[src/rtl/shift_reg_bidir_if.sv]
// Bus bundle for shift_reg_bidir: control, serial/parallel data in, register views out.
interface shift_reg_bidir_if #(
  parameter int WIDTH = 1,
  parameter int DEPTH = 32
);
  localparam int CW = $clog2(DEPTH + 1);

  logic                     i_en;
  logic [1:0]               i_mode;
  logic                     i_rot;
  logic [WIDTH-1:0]         i_din;
  logic [WIDTH*DEPTH-1:0]   i_load;
  logic [WIDTH*DEPTH-1:0]   o_q;
  logic [WIDTH-1:0]         o_dout_hi;
  logic [WIDTH-1:0]         o_dout_lo;
  logic [CW-1:0]            o_count;
  logic                     o_full;

  modport master (
    output i_en, i_mode, i_rot, i_din, i_load,
    input  o_q, o_dout_hi, o_dout_lo, o_count, o_full
  );

  modport slave (
    input  i_en, i_mode, i_rot, i_din, i_load,
    output o_q, o_dout_hi, o_dout_lo, o_count, o_full
  );
endinterface

[src/rtl/shift_reg_bidir.sv]
// Bidirectional multi-lane shift register with parallel load and saturating
// fill counter. Optional rotate feature enabled by defining SHIFT_REG_ROTATE_EN.

// One storage stage: picks neighbour below (shift up), above (shift down) or load.
module shift_reg_bidir_stage #(
  parameter int WIDTH = 1
) (
  input  logic             i_clk,
  input  logic             i_rst,
  input  logic             i_en,
  input  logic [1:0]       i_mode,
  input  logic [WIDTH-1:0] lo_in,
  input  logic [WIDTH-1:0] hi_in,
  input  logic [WIDTH-1:0] ld_in,
  output logic [WIDTH-1:0] q
);
  localparam logic [1:0] MODE_UP   = 2'b01;
  localparam logic [1:0] MODE_DN   = 2'b10;
  localparam logic [1:0] MODE_LOAD = 2'b11;

  // Stage register: reset beats enable beats mode; HOLD keeps q.
  always_ff @(posedge i_clk) begin
    if (i_rst) q <= '0;
    else if (i_en) begin
      case (i_mode)
        MODE_UP:   q <= lo_in;
        MODE_DN:   q <= hi_in;
        MODE_LOAD: q <= ld_in;
        default:   q <= q;
      endcase
    end
  end
endmodule

module shift_reg_bidir #(
  parameter int WIDTH = 1,
  parameter int DEPTH = 32
) (
  input  logic              i_clk,
  input  logic              i_rst,
  shift_reg_bidir_if.slave  bus
);
  localparam int         CW        = $clog2(DEPTH + 1);
  localparam logic [CW-1:0] CNT_MAX = CW'(DEPTH);
  localparam logic [1:0] MODE_UP   = 2'b01;
  localparam logic [1:0] MODE_DN   = 2'b10;
  localparam logic [1:0] MODE_LOAD = 2'b11;

  logic [DEPTH-1:0][WIDTH-1:0] stage;
  logic [DEPTH-1:0][WIDTH-1:0] ld;
  logic [WIDTH-1:0]            up_src, dn_src;
  logic [CW-1:0]               cnt;
  logic                        rot_act;

`ifdef SHIFT_REG_ROTATE_EN
  assign rot_act = bus.i_rot;
`else
  // Rotate input exists on the bus but has no effect in this build.
  logic unused_rot;
  assign unused_rot = bus.i_rot;
  assign rot_act    = 1'b0;
`endif

  assign ld     = bus.i_load;
  // End-stage feed: serial input, or the opposite end when rotating.
  assign up_src = rot_act ? stage[DEPTH-1] : bus.i_din;
  assign dn_src = rot_act ? stage[0]       : bus.i_din;

  for (genvar k = 0; k < DEPTH; k++) begin : g_stage
    logic [WIDTH-1:0] lo_n, hi_n;
    if (k == 0) begin : g_lo_end
      assign lo_n = up_src;
    end else begin : g_lo_mid
      assign lo_n = stage[k-1];
    end
    if (k == DEPTH-1) begin : g_hi_end
      assign hi_n = dn_src;
    end else begin : g_hi_mid
      assign hi_n = stage[k+1];
    end
    shift_reg_bidir_stage #(.WIDTH(WIDTH)) u_stage (
      .i_clk  (i_clk),
      .i_rst  (i_rst),
      .i_en   (bus.i_en),
      .i_mode (bus.i_mode),
      .lo_in  (lo_n),
      .hi_in  (hi_n),
      .ld_in  (ld[k]),
      .q      (stage[k])
    );
  end

  // Fill counter: load saturates immediately, serial shifts count up to DEPTH,
  // rotations move no new data in and leave it alone.
  always_ff @(posedge i_clk) begin
    if (i_rst) cnt <= '0;
    else if (bus.i_en) begin
      if (bus.i_mode == MODE_LOAD) cnt <= CNT_MAX;
      else if ((bus.i_mode == MODE_UP || bus.i_mode == MODE_DN) &&
               !rot_act && cnt != CNT_MAX)
        cnt <= cnt + CW'(1);
    end
  end

  assign bus.o_q       = stage;
  assign bus.o_dout_hi = stage[DEPTH-1];
  assign bus.o_dout_lo = stage[0];
  assign bus.o_count   = cnt;
  assign bus.o_full    = (cnt == CNT_MAX);
endmodule
[src/flat_wrapper.sv]
// flat-port wrapper written by rule: the top's interface ports become plain ports
module shift_reg_bidir_flat 
#(
  parameter int WIDTH = 1,
  parameter int DEPTH = 32
)
  (i_clk, i_rst, bus_i_en, bus_i_mode, bus_i_rot, bus_i_din, bus_i_load, bus_o_q, bus_o_dout_hi, bus_o_dout_lo, bus_o_count, bus_o_full);
  shift_reg_bidir_if #(.WIDTH(WIDTH), .DEPTH(DEPTH)) bus_i ();
  input  logic i_clk;
  input  logic i_rst;
  input wire logic [$bits(bus_i.i_en)-1:0] bus_i_en;
  input wire logic [$bits(bus_i.i_mode)-1:0] bus_i_mode;
  input wire logic [$bits(bus_i.i_rot)-1:0] bus_i_rot;
  input wire logic [$bits(bus_i.i_din)-1:0] bus_i_din;
  input wire logic [$bits(bus_i.i_load)-1:0] bus_i_load;
  output wire logic [$bits(bus_i.o_q)-1:0] bus_o_q;
  output wire logic [$bits(bus_i.o_dout_hi)-1:0] bus_o_dout_hi;
  output wire logic [$bits(bus_i.o_dout_lo)-1:0] bus_o_dout_lo;
  output wire logic [$bits(bus_i.o_count)-1:0] bus_o_count;
  output wire logic [$bits(bus_i.o_full)-1:0] bus_o_full;
  assign bus_i.i_en = bus_i_en;
  assign bus_i.i_mode = bus_i_mode;
  assign bus_i.i_rot = bus_i_rot;
  assign bus_i.i_din = bus_i_din;
  assign bus_i.i_load = bus_i_load;
  assign bus_o_q = bus_i.o_q;
  assign bus_o_dout_hi = bus_i.o_dout_hi;
  assign bus_o_dout_lo = bus_i.o_dout_lo;
  assign bus_o_count = bus_i.o_count;
  assign bus_o_full = bus_i.o_full;
  shift_reg_bidir #(.WIDTH(WIDTH), .DEPTH(DEPTH)) u_core (.i_clk(i_clk), .i_rst(i_rst), .bus(bus_i));
endmodule
[config.mk]
export PLATFORM = sky130hd
export DESIGN_NAME = shift_reg_bidir_flat
export DESIGN_NICKNAME = d
export VERILOG_FILES = /design/src/rtl/shift_reg_bidir_if.sv /design/src/rtl/shift_reg_bidir.sv /design/src/flat_wrapper.sv
export SDC_FILE = /design/constraint.sdc
export NUM_CORES = 1
export LEC_CHECK = 0
export CORE_UTILIZATION = 40
export DETAILED_ROUTE_END_ITERATION = 16
export PLACE_DENSITY = 0.79
export SLEW_MARGIN = 20
export SYNTH_ARGS = -nofsm -noshare
export SYNTH_HDL_FRONTEND = slang
export SYNTH_SLANG_ARGS = --single-unit
[constraint.sdc]
create_clock -name i_clk -period 1.4 [get_ports i_clk]
set_input_delay 0.28 -clock i_clk [delete_from_list [all_inputs] [get_ports i_clk]]
set_output_delay 0.28 -clock i_clk [all_outputs]
set_load 0.01 [all_outputs]
==> results of run 1 <==
[cell usage in the layout (no fill, tap or decap), types with 6 or more instances in the layout]
cell                               n
sky130_fd_sc_hd__a221oi_2          9
sky130_fd_sc_hd__a211oi_1         24
sky130_fd_sc_hd__a211oi_2          8
sky130_fd_sc_hd__clkbuf_8          6
sky130_fd_sc_hd__nand2_1          33
sky130_fd_sc_hd__buf_4            31
sky130_fd_sc_hd__dlygate4sd2_1    40
sky130_fd_sc_hd__a221oi_1         21
sky130_fd_sc_hd__clkdlybuf4s50_1  34
sky130_fd_sc_hd__dfxtp_2           9
sky130_fd_sc_hd__dfxtp_1          29
sky130_fd_sc_hd__nor2_1           33
[sequential cells by signal, indices dropped and copies added (netlist names)]
register                  flops
u_core.bus.o_count            6
u_core.g_stage.u_stage.q     32
[through the flow]
| stage | hold WS, ns | setup TNS [ns] |
|---|---|---|
| finish | 0.4915 | -0.1514 |
| floorplan | 0.4634 | 0 |
| global placement | 0.4829 | -17.82 |
| global route | 0.5167 | -0.4616 |
| CTS | 0.4945 | -0.3122 |
| detailed placement | 0.4863 | -18.61 |
[logic make-up after synthesis]
family                     after synthesis  share of synthesized area (%)
buffers and inverters                   63                          17.83
and+or+nand+nor                         84                          16.92
adders and majority gates                5                          2.830
AOI/OAI and AO/OA                       79                          28.01
DFF                                     38                          34.41
[critical path, delay by kind of cell, from the launching register on]
family	cells	cell delay, ns
DFF	1	0.33
and+or+nand+nor	2	0.23
adders and majority gates	1	0.14
buffers and inverters	2	0.20
[power groups by stage]
| stage | sequential (mW) | combinational (mW) | clock [mW] |
|---|---|---|---|
| 2_1_floorplan | 1.24 | 0.417 | 0 |
| 3_3_place_gp | 1.26 | 0.714 | 0 |
| 3_5_place_dp | 1.26 | 0.726 | 0 |
| 4_1_cts | 1.23 | 0.707 | 0.800 |
| 5_1_grt | 1.25 | 0.893 | 0.843 |
| 6_report | 1.24 | 0.831 | 0.802 |
[how the worst min path moves through the flow]
stage                            startpoint                            to  slack (ns)  cells past startpoint
6_report       u_core.g_stage[24].u_stage.q  u_core.g_stage[25].u_stage.q        0.49                      2
5_1_grt        u_core.g_stage[28].u_stage.q  u_core.g_stage[29].u_stage.q        0.52                      2
4_1_cts        u_core.g_stage[20].u_stage.q  u_core.g_stage[21].u_stage.q        0.49                      2
3_5_place_dp    u_core.g_stage[3].u_stage.q   u_core.g_stage[2].u_stage.q        0.49                      2
3_3_place_gp    u_core.g_stage[7].u_stage.q   u_core.g_stage[6].u_stage.q        0.48                      2
2_1_floorplan   u_core.g_stage[1].u_stage.q   u_core.g_stage[0].u_stage.q        0.46                      2
[layout make-up]
type	count	area, um^2
fill	403	1765
multi-input combinational	168	1280
timing repair buffer	122	1182
sequential	38	772.0
tap	70	87.58
clock buffer	6	82.58
inverter	6	22.52
clock inverter	2	12.51
[timing repair]
item	in CTS	in global routing
cloned	0	5
endpoints found under the setup margin	79	38
gates resized for setup	63	44
setup buffers	6	1
pin swaps	8	12
[per-layer routing]
layer / routed length [um] / vias to the layer above / track usage, %
li1: - / 1104 / -
met1: 2938 / 1133 / 28.65
met2: 3424 / 127 / 36.85
met3: 559 / 13 / 3.952
met4: 136 / 0 / 9.038
met5: 0 / - / 0
==> impl_metrics.toml, run 1 <==
[run_status]
run_status = "finished, violations left"
violations = "negative setup slack"

[die]
num_rows = 26
die_area_um2 = 5829
core_area_um2 = 5205
chipHeight_um = 76.35
initial_utilization_pct = 42.48
ioPinCount = 80
die_width_um = 76.35

[yosys]
yosysTopAreaCellShare_pct = 34.41
async_reset_ff_share_pct = 0
list_of_most_frequent_post_synthesis_cells = "sky130_fd_sc_hd__dfxtp_1, sky130_fd_sc_hd__buf_4, sky130_fd_sc_hd__nor2_1"
synth_edf_count = 0
synthDominantAreaCellType = "sky130_fd_sc_hd__dfxtp_1"
postSynthRegisterBits = 38
synth.top_cells.by_area = "sky130_fd_sc_hd__dfxtp_1, sky130_fd_sc_hd__a221oi_1, sky130_fd_sc_hd__buf_4, sky130_fd_sc_hd__a211oi_1, sky130_fd_sc_hd__nor2_1"
number_of_instances_in_the_synthesized_netlist = 269
synth_area_per_cell_um2 = 8.219
mappedNetlistArea_um2 = 2211
postSynthNetCount = 313
synth.yosys.warnings = 0
postSynth.topFlopCell = "sky130_fd_sc_hd__dfxtp_1"
synthMostInstantiatedCell = "sky130_fd_sc_hd__dfxtp_1"
seq_area_frac_synth_pct = 34.41
synth.distinct_cells = 34

[sta]
maxSlewViolCount = 0
max_freq_mhz = 683.7
timing.final.crit_share_pct = 104.5
timing.final.ws_setup_ns = -0.06263
finalClockSkew_ns = 0.004885
finalSetupViolations = 5
finalCriticalPeriod_ns = 1.463
timing.max_slew.rel_slack_pct = 77.94
timing.final.hold_violations = 0
tightestPinTransition_ns = 0.3309
grt_setup_unrepaired = "yes"

[detailed_routing]
detail-route-antenna-nets = 0
wirelength_mm = 7.058
routed_vias_inst = 5.769
drt_first_iter_violations = 195
dr_total_vias = 2377
drc = 0
detail_route.wl_per_cell_um = 17.13
drt_first_pass_iters = 4

[cells_and_area]
drive_gt1_share_pct = 29.82
layout.nets = 385
post_synthesis_to_final_layout_area_growth_pct = 55.57
n_antenna_cell = 0
final_core_utilization_pct = 66.08
final-instance-count-excl-fill = 412
post_route_cell_area_um2 = 3440

[global_route]
grt_antenna_before_repair = 0
groute.usage.overall_pct = 22.32
first_global_vias = 2230
grt_start_max_net_pins = 33
wire_length_of_the_first_global_routing_pass_mm = 10.56
global_route.overflow_total = 0

[clocking]
cts_inserted_buffers = 5
clk_latency_ns = 0.29
ctsHtreeMaxLevel = 2
clk_path_buf_depth = 2
clock-sinks = 38
tritoncts = "done"
clock-root-buffer = "sky130_fd_sc_hd__clkbuf_8"
hold_buffer_count_at_cts = 0
clk_pin_slew_worst_paths_ns = 0.07

[power_and_ir_drop]
cell_internal_pwr_mw = 1.996
net-switching-power_mw = 0.8786
fin_total_pwr_mw = 2.875
power_density_nw_per_um2 = 835.8
reg_power_share_pct = 43.2
ir_drop_mv = 0.5474
comb_power_share_pct = 28.9
p_sw_share_pct = 30.56
static-leakage-power_nw = 1.426
power_frac_clock_pct = 27.9

[worst_setup_path]
reg2reg_from = "u_core.bus.o_count[1]"
critical_path.slowest_cell = "sky130_fd_sc_hd__dfxtp_2"
worst-r2r-setup-slack_ns = -0.04
timing.critical_path.cells = "inv_2 > ha_4 > nand4bb_4 > nor2_2 > buf_2"
critical_path.startpoint = "u_core.bus.o_count[1]"
worst_ep_required_time_ns = 1.12
kind_of_end_point_of_the_critical_path = "output pin"
crit_path_end = "bus_o_full"
worstReg2RegEnd = "u_core.bus.o_count[0]"
worst-setup-path-type = "flip-flop to output pin"
r2r_cells = 8
critical_path.max_stage_delay_ns = 0.33
critical_path_peak_fanout = 2
critical_path_arrival_ns = 1.18
cp-start-kind = "flip-flop"

[placed_design]
dpl.hpwl_mm = 4.283
gp_congestion = 0.8389
dpl_cell_area_um2 = 3013
place_inst = 392
dp_worst_setup_slack_ns = -0.5759
number_of_buffer_cells_added_on_primary_ports = 78

[job]
drv_cap = 0

[min_path]
worst_hold_path_type = "flip-flop to flip-flop"
(Power assumes the default switching activity.)
==> run 2: changes to the inputs <==
--- a/config.mk
+++ b/config.mk
@@ -5,6 +5,7 @@
 export SDC_FILE = /design/constraint.sdc
 export NUM_CORES = 1
 export LEC_CHECK = 0
+export ABC_CLOCK_PERIOD_IN_PS = 1400
 export CORE_UTILIZATION = 40
 export DETAILED_ROUTE_END_ITERATION = 16
 export PLACE_DENSITY = 0.79
==> results of run 2 <==
Final layout, timing and power as in run 1 (identical DEF).
